==> src/rtl/rat_pkg.sv <==
// rat_pkg: shared RAT MCU constants and the ISR tracker state type.
package rat_pkg;
  localparam int PC_WIDTH = 10;
  localparam logic [PC_WIDTH-1:0] INT_VECTOR = 10'h3FF;
  typedef enum logic [0:0] {NORMAL = 1'b0, ISR = 1'b1} isr_state_t;
endpackage

==> src/rtl/pc_isr_tracker.sv <==
// pc_isr_tracker: interrupt-service state, return address capture and sticky nest error.
module pc_isr_tracker
  import rat_pkg::*;
#(
  parameter int WIDTH = PC_WIDTH
) (
  input  logic             CLK,
  input  logic             RST,
  input  logic             i_vec_ld,
  input  logic             i_reti,
  input  logic [WIDTH-1:0] i_pc,
  output logic             o_in_isr,
  output logic [WIDTH-1:0] o_ret_addr,
  output logic             o_nest_err
);
  isr_state_t       r_state;
  logic [WIDTH-1:0] r_ret;
  logic             r_nest;
  always_ff @(posedge CLK) begin
    if (RST) begin
      r_state <= NORMAL;
      r_ret   <= '0;
      r_nest  <= 1'b0;
    end else if (r_state == ISR) begin
      // RETI takes precedence so a return that reloads the vector is not a nest
      if (i_reti) r_state <= NORMAL;
      else if (i_vec_ld) r_nest <= 1'b1;
    end else if (i_vec_ld) begin
      r_state <= ISR;
      r_ret   <= i_pc;
    end
  end
  assign o_in_isr   = (r_state == ISR);
  assign o_ret_addr = r_ret;
  assign o_nest_err = r_nest;
endmodule

==> src/rtl/prog_counter.sv <==
// prog_counter: RAT MCU program counter with ISR tracking.
// Optional wrap detector and WRAP_ERR port enabled by defining PC_WRAP_DET_EN.
module prog_counter
  import rat_pkg::*;
#(
  parameter int               WIDTH   = PC_WIDTH,
  parameter logic [WIDTH-1:0] INT_VEC = INT_VECTOR
) (
  input  logic             CLK,
  input  logic             RST,
  input  logic [WIDTH-1:0] DIN,
  input  logic             PC_LD,
  input  logic             PC_INC,
  input  logic             RETI,
  output logic [WIDTH-1:0] PC_COUNT,
  output logic             IN_ISR,
  output logic [WIDTH-1:0] RET_ADDR,
  output logic             NEST_ERR
`ifdef PC_WRAP_DET_EN
  ,
  output logic             WRAP_ERR
`endif
);
  logic [WIDTH-1:0] r_pc;
  logic             w_vec_ld;
  assign w_vec_ld = PC_LD && (DIN == INT_VEC);
  always_ff @(posedge CLK) begin
    if (RST) r_pc <= '0;
    else if (PC_LD) r_pc <= DIN;
    else if (PC_INC) r_pc <= r_pc + WIDTH'(1);
  end
  assign PC_COUNT = r_pc;
`ifdef PC_WRAP_DET_EN
  logic r_wrap;
  always_ff @(posedge CLK) begin
    if (RST) r_wrap <= 1'b0;
    else if (PC_INC && !PC_LD && (r_pc == '1)) r_wrap <= 1'b1;
  end
  assign WRAP_ERR = r_wrap;
`endif
  pc_isr_tracker #(.WIDTH(WIDTH)) u_isr (
    .CLK        (CLK),
    .RST        (RST),
    .i_vec_ld   (w_vec_ld),
    .i_reti     (RETI),
    .i_pc       (r_pc),
    .o_in_isr   (IN_ISR),
    .o_ret_addr (RET_ADDR),
    .o_nest_err (NEST_ERR)
  );
endmodule

==> config.mk <==
export PLATFORM = sky130hd
export DESIGN_NAME = prog_counter
export DESIGN_NICKNAME = d
export VERILOG_FILES = /design/src/rtl/rat_pkg.sv /design/src/rtl/pc_isr_tracker.sv /design/src/rtl/prog_counter.sv
export SDC_FILE = /design/constraint.sdc
export NUM_CORES = 1
export LEC_CHECK = 0
export CAP_MARGIN = 40
export CORE_MARGIN = 4
export CORE_UTILIZATION = 38
export CTS_CLUSTER_SIZE = 16
export DETAILED_ROUTE_END_ITERATION = 7
export PLACE_DENSITY = 0.79
export SETUP_SLACK_MARGIN = 0.15
export SLEW_MARGIN = 20
export SYNTH_ARGS = -nofsm -noshare
export SYNTH_HDL_FRONTEND = slang
export SYNTH_SLANG_ARGS = --single-unit
export TNS_END_PERCENT = 10
==> constraint.sdc <==
create_clock -name CLK -period 1.3 [get_ports CLK]
set_clock_uncertainty 0.05 [all_clocks]
set_input_delay 0.195 -clock CLK [delete_from_list [all_inputs] [get_ports CLK]]
set_output_delay 0.195 -clock CLK [all_outputs]
set_load 0.1 [all_outputs]
Word-level counts from Yosys, hierarchy flattened. Cells that the tools add are included.

Add/sub/neg operators: 1. Equality and inequality tests: 1. Mux-type cells: 5. Bitwise operators: 2. Reduce and logical (&&, ||, !) cells: 4.

Operator list (count): 10-bit two-way mux (2); 10-bit by 1-bit adder with 10-bit output, second input constant (1); 10-bit == test, second input constant (1); 1-bit two-way mux (3); 3-bit AND reduction (1); 1-bit inverter (2); 2-bit AND reduction (1); 2-bit nonzero test (1); 1-bit logical AND (1).

Flip-flop bits (word level): 22. Input port bits: 15. Output and inout bits: 22. Word-level logic and storage cells: 17.

Logic depth before layout (Yosys ltp).
Depth after elaboration: 4. Depth in mapped cells: 5. Mapped depth without buffers: 4.

Hierarchy. A second synthesis with hierarchy kept.

Cell total of the unflattened synthesis: 124. Area, all modules: 1221.2 um^2.

Modules (own cells, without submodules): prog_counter (times used 1, cells each 71, area an instance 618.1 um^2); pc_isr_tracker (times used 1, cells each 53, area an instance 603.1 um^2).

Worst setup path before layout. Ideal clock, no wire load.

Path kind: reg2reg. From: register r_pc[0], in the netlist PC_COUNT[0]. To: register r_pc[6], in the netlist PC_COUNT[6]. Setup time: 0.091 ns. Arrival: 1.980 ns. Path slack: -0.821 ns. Stages on the path, launching flop included: 5. Buffers on the path: 0. Path through: dfxtp_1 > ha_1 > nand2_1 > or3_1 > a311oi_1.

Cells in the longest elaborated chain, start to end: 3.

Ends and longest elaborated chain: start: declaration (line prog_counter.sv:24) `logic [WIDTH-1:0] r_pc;`; start signal: assignment (line prog_counter.sv:30) `else if (PC_INC) r_pc <= r_pc + WIDTH'(1);`; 10-bit by 1-bit adder with 10-bit output (line prog_counter.sv:30); 10-bit two-way mux (line prog_counter.sv:30); 10-bit two-way mux (line prog_counter.sv:29) `else if (PC_LD) r_pc <= DIN;`.

No other way between the ends. The select of a mux whose other input is x is not followed. A chain may end at the register's enable or synchronous reset.

Worst setup path after layout.
From: register r_pc[8], in the netlist PC_COUNT[8]. To: register r_pc[8], in the netlist PC_COUNT[8].

Same word-level chain as after synthesis.

==> impl_metrics.py <==
metrics = {
    "timing": {
        "worst_pin_slew_ns": 0.433,
        "setup_viol": 12,
        "max_slew_margin": 0.711,
        "finalCriticalPeriod_ns": 1.34,
        "final_max_slew_viol_count": 0,
        "setup_ws_ns": -0.0409,
        "min_period_over_period": 1.03,
        "rsz0062_at_grt": "true",
        "max_freq_mhz": 746,
        "hold_viol": 0,
    },
    "placement": {
        "hpwl_um": 2370,
        "place_congestion": 0.854,
        "io_buffers": 36,
        "placed_cells": 203,
        "pre_cts_ws_ns": -0.482,
    },
    "logic_synthesis": {
        "syn_nets": 138,
        "yosysSeqAreaShare": 0.393,
        "yosys_warnings": 0,
        "synthDistinctLibCells": 32,
        "syn_area_um2": 1120,
        "syn_inst": 122,
        "synth_seq_cells": 22,
        "syn_avg_cell_area_um2": 9.19,
    },
    "floorplan": {
        "die_h_um": 62.3,
        "pin_count": 37,
        "num_rows": 19,
        "initial_core_util": 0.403,
        "die_width_um": 62.3,
        "die_area_um2": 3880,
        "fp.coreArea_um2": 2780,
    },
    "route": {
        "drt-met1-wl_um": 1340,
        "first_pass_iters": 4,
        "ant_nets": 0,
        "drt_first_iter_violations": 31,
        "met3RoutedLength_um": 147,
        "vias_per_cell": 5.39,
        "num_vias": 1115,
        "routed_wl_um": 3090,
        "drc_errors": 0,
        "wl_met2_um": 1530,
        "highest_layer": "met4",
        "wl_per_cell_um": 14.9,
    },
    "setup_path": {
        "path_cells": "or4b_1 -> or3_1 -> o211ai_1",
        "criticalPathCategory": "register to register",
        "cp.required_ns": 1.49,
        "max_stage_delay_ns": 0.44,
        "cp-end-kind": "register",
        "rr_startpoint": "PC_COUNT[8]",
        "cp.buffers_inverters": 0,
        "critPathArrivalTime_ns": 1.53,
        "startpoint": "PC_COUNT[8]",
        "cp-start-kind": "register",
        "worstPathMaxFanout": 5,
        "cp_top_family": "simple AND/OR/NAND/NOR gates",
        "crit_slowest_cell": "or4b_1",
    },
    "power_and_ir_drop": {
        "p_sw_uw": 524,
        "power_density_nw_per_um2": 796,
        "ir_worst_vdd_mv": 0.739,
        "clkPwrFrac": 0.246,
        "power.share.switching": 0.331,
        "power_leakage_nw": 0.731,
        "p_comb_frac": 0.288,
        "seq_power_share": 0.466,
        "cell_internal_pwr_mw": 1.06,
    },
    "cells_and_area": {
        "area_growth_pct": 77.2,
        "n_antenna_cell": 0,
        "instances_no_fill": 207,
        "final_layout_size_suffix_gt1_frac": 0.392,
        "nets": 193,
        "fillers": 212,
    },
    "grt": {
        "grt_start_max_net_pins": 34,
        "track_usage": 0.166,
        "grt_pass1_wl_um": 5330,
        "overflow": 0,
        "grt_pass1_vias": 1209,
        "antenna_found_initial": 0,
    },
    "job": {
        "maxCapViolCount": 0,
    },
    "clocking": {
        "cts.sinks": 22,
        "cts_buffer_depth": 2,
        "path_clk_slew_ns": 0.12,
        "root_buffer": "clkbuf_4",
        "cts_max_level": 1,
        "cts_tree": "done",
        "clk_latency_ns": 0.32,
        "cts-hold-fix-buffers": 0,
        "cts_buffers": 3,
    },
    "worst_hold_path": {
        "hp-start": "DIN[0]",
        "hold_class": "input pin to register",
    },
    "run_status": {
        "status": "complete, but fails checks",
        "violations": "setup timing",
    },
}
==> cells by family after synthesis <==
kind of cell | count (synthesis) | synth area share
buffers and inverters | 10 | 0.0402
AO/OA/AOI/OAI | 19 | 0.118
adder cells (fa/ha/maj) | 1 | 0.0112
multiplexers | 11 | 0.0993
flip-flops | 22 | 0.393
AND/OR/NAND/NOR | 55 | 0.307
XOR/XNOR | 4 | 0.0312
==> worst reg2reg max path, stage by stage (launching register included) <==
cell and delay [ns]:
dfxtp_4 0.38, or4b_1 0.44, or3_1 0.32, o211ai_1 0.08
==> Yosys cell counts <==
cell type | instances | area, um^2
nand4_1 | 6 | 37.5
o21ai_0 | 4 | 20.0
nand2b_1 | 18 | 113
inv_1 | 3 | 11.3
a22oi_1 | 1 | 7.51
nor4bb_1 | 1 | 10.0
xor2_1 | 4 | 35.0
mux2i_1 | 10 | 100
nand3_1 | 4 | 20.0
ha_1 | 1 | 12.5
nand4_4 | 1 | 21.3
a21oi_1 | 4 | 20.0
nor2b_1 | 1 | 6.26
nand4b_1 | 1 | 8.76
mux2_2 | 1 | 11.3
o21ba_2 | 1 | 10.0
o31a_2 | 1 | 10.0
clkbuf_1 | 3 | 11.3
a311oi_1 | 3 | 26.3
nand2_1 | 6 | 22.5
or3_1 | 4 | 25.0
buf_4 | 1 | 7.51
a211oi_1 | 3 | 22.5
or2b_1 | 2 | 15.0
o31a_1 | 1 | 8.76
nor4_2 | 1 | 12.5
nor2_1 | 7 | 26.3
dfxtp_1 | 22 | 440
buf_2 | 3 | 15.0
or4b_1 | 2 | 20.0
o211ai_1 | 1 | 7.51
nor4_1 | 1 | 6.26
==> per-stage QoR <==
step                power (mW)  hold WS, ns  cell area, um^2  TNS [ns]   util
finish                    1.58        0.218             1990    -0.222  0.714
detailed placement        1.21        0.439             1920     -8.95  0.689
global route              1.64        0.195             1990     -1.58  0.714
global placement          1.19        0.432             1920     -7.43  0.689
CTS                       1.59        0.205             1980    -0.210  0.713
floorplan                0.986        0.278             1170     -1.31      -
==> cells in the final DEF, fill, tap and decap left out, types with 4 or more instances in the layout <==
cell	netlist	layout
xor2_1	4	4
o21ai_0	4	4
clkdlybuf4s50_1	0	6
dfxtp_1	22	10
nor2_1	7	7
nand2_1	6	6
buf_6	0	4
dfxtp_4	0	11
buf_4	1	17
nand4_1	6	6
or3_1	4	4
nand2b_1	18	18
buf_12	0	22
dlygate4sd2_1	0	8
mux2i_1	10	10
==> area by class of cell <==
type	instances	area [um^2]	share of cell area
Sequential cell	22	483	0.243
Tap cell	31	38.8	0.0195
Inverter	3	11.3	0.00567
Clock buffer	4	36.3	0.0183
Multi-Input combinational cell	90	674	0.339
Timing Repair Buffer	57	743	0.374
==> layer usage <==
| layer | up-vias | global-route usage |
|---|---|---|
| li1 | 553 | - |
| met2 | 32 | 0.288 |
| met4 | 0 | 0.0902 |
| met5 | - | 0 |
| met1 | 522 | 0.188 |
| met3 | 8 | 0.0360 |
==> power groups by stage <==
stage               combinational (mW)  sequential [mW]  clock, mW
floorplan                       0.0886            0.897          0
global placement                 0.443            0.751          0
detailed placement               0.454            0.752          0
CTS                              0.454            0.737      0.398
global route                     0.477            0.744      0.422
finish                           0.455            0.738      0.389
==> registers in the layout (all words and copies together) (netlist names) <==
name              cells
u_isr.o_nest_err      1
PC_COUNT             10
u_isr.o_in_isr        1
u_isr.o_ret_addr     10
==> repair_timing <==
item	in CTS	in global routing
gates resized for setup	18	1
setup endpoints to repair	44	43
buffers inserted	0	0
pin swaps	14	4
==> worst paths after layout <==
kind                      end  slack [ns]  cells past startpoint
max               PC_COUNT[8]       -0.04                      3
min               PC_COUNT[0]        0.22                      3
max reg2reg       PC_COUNT[8]       -0.04                      3
min reg2reg  u_isr.o_nest_err        0.44                      2
Note: power is estimated with default switching activity, not from simulation.
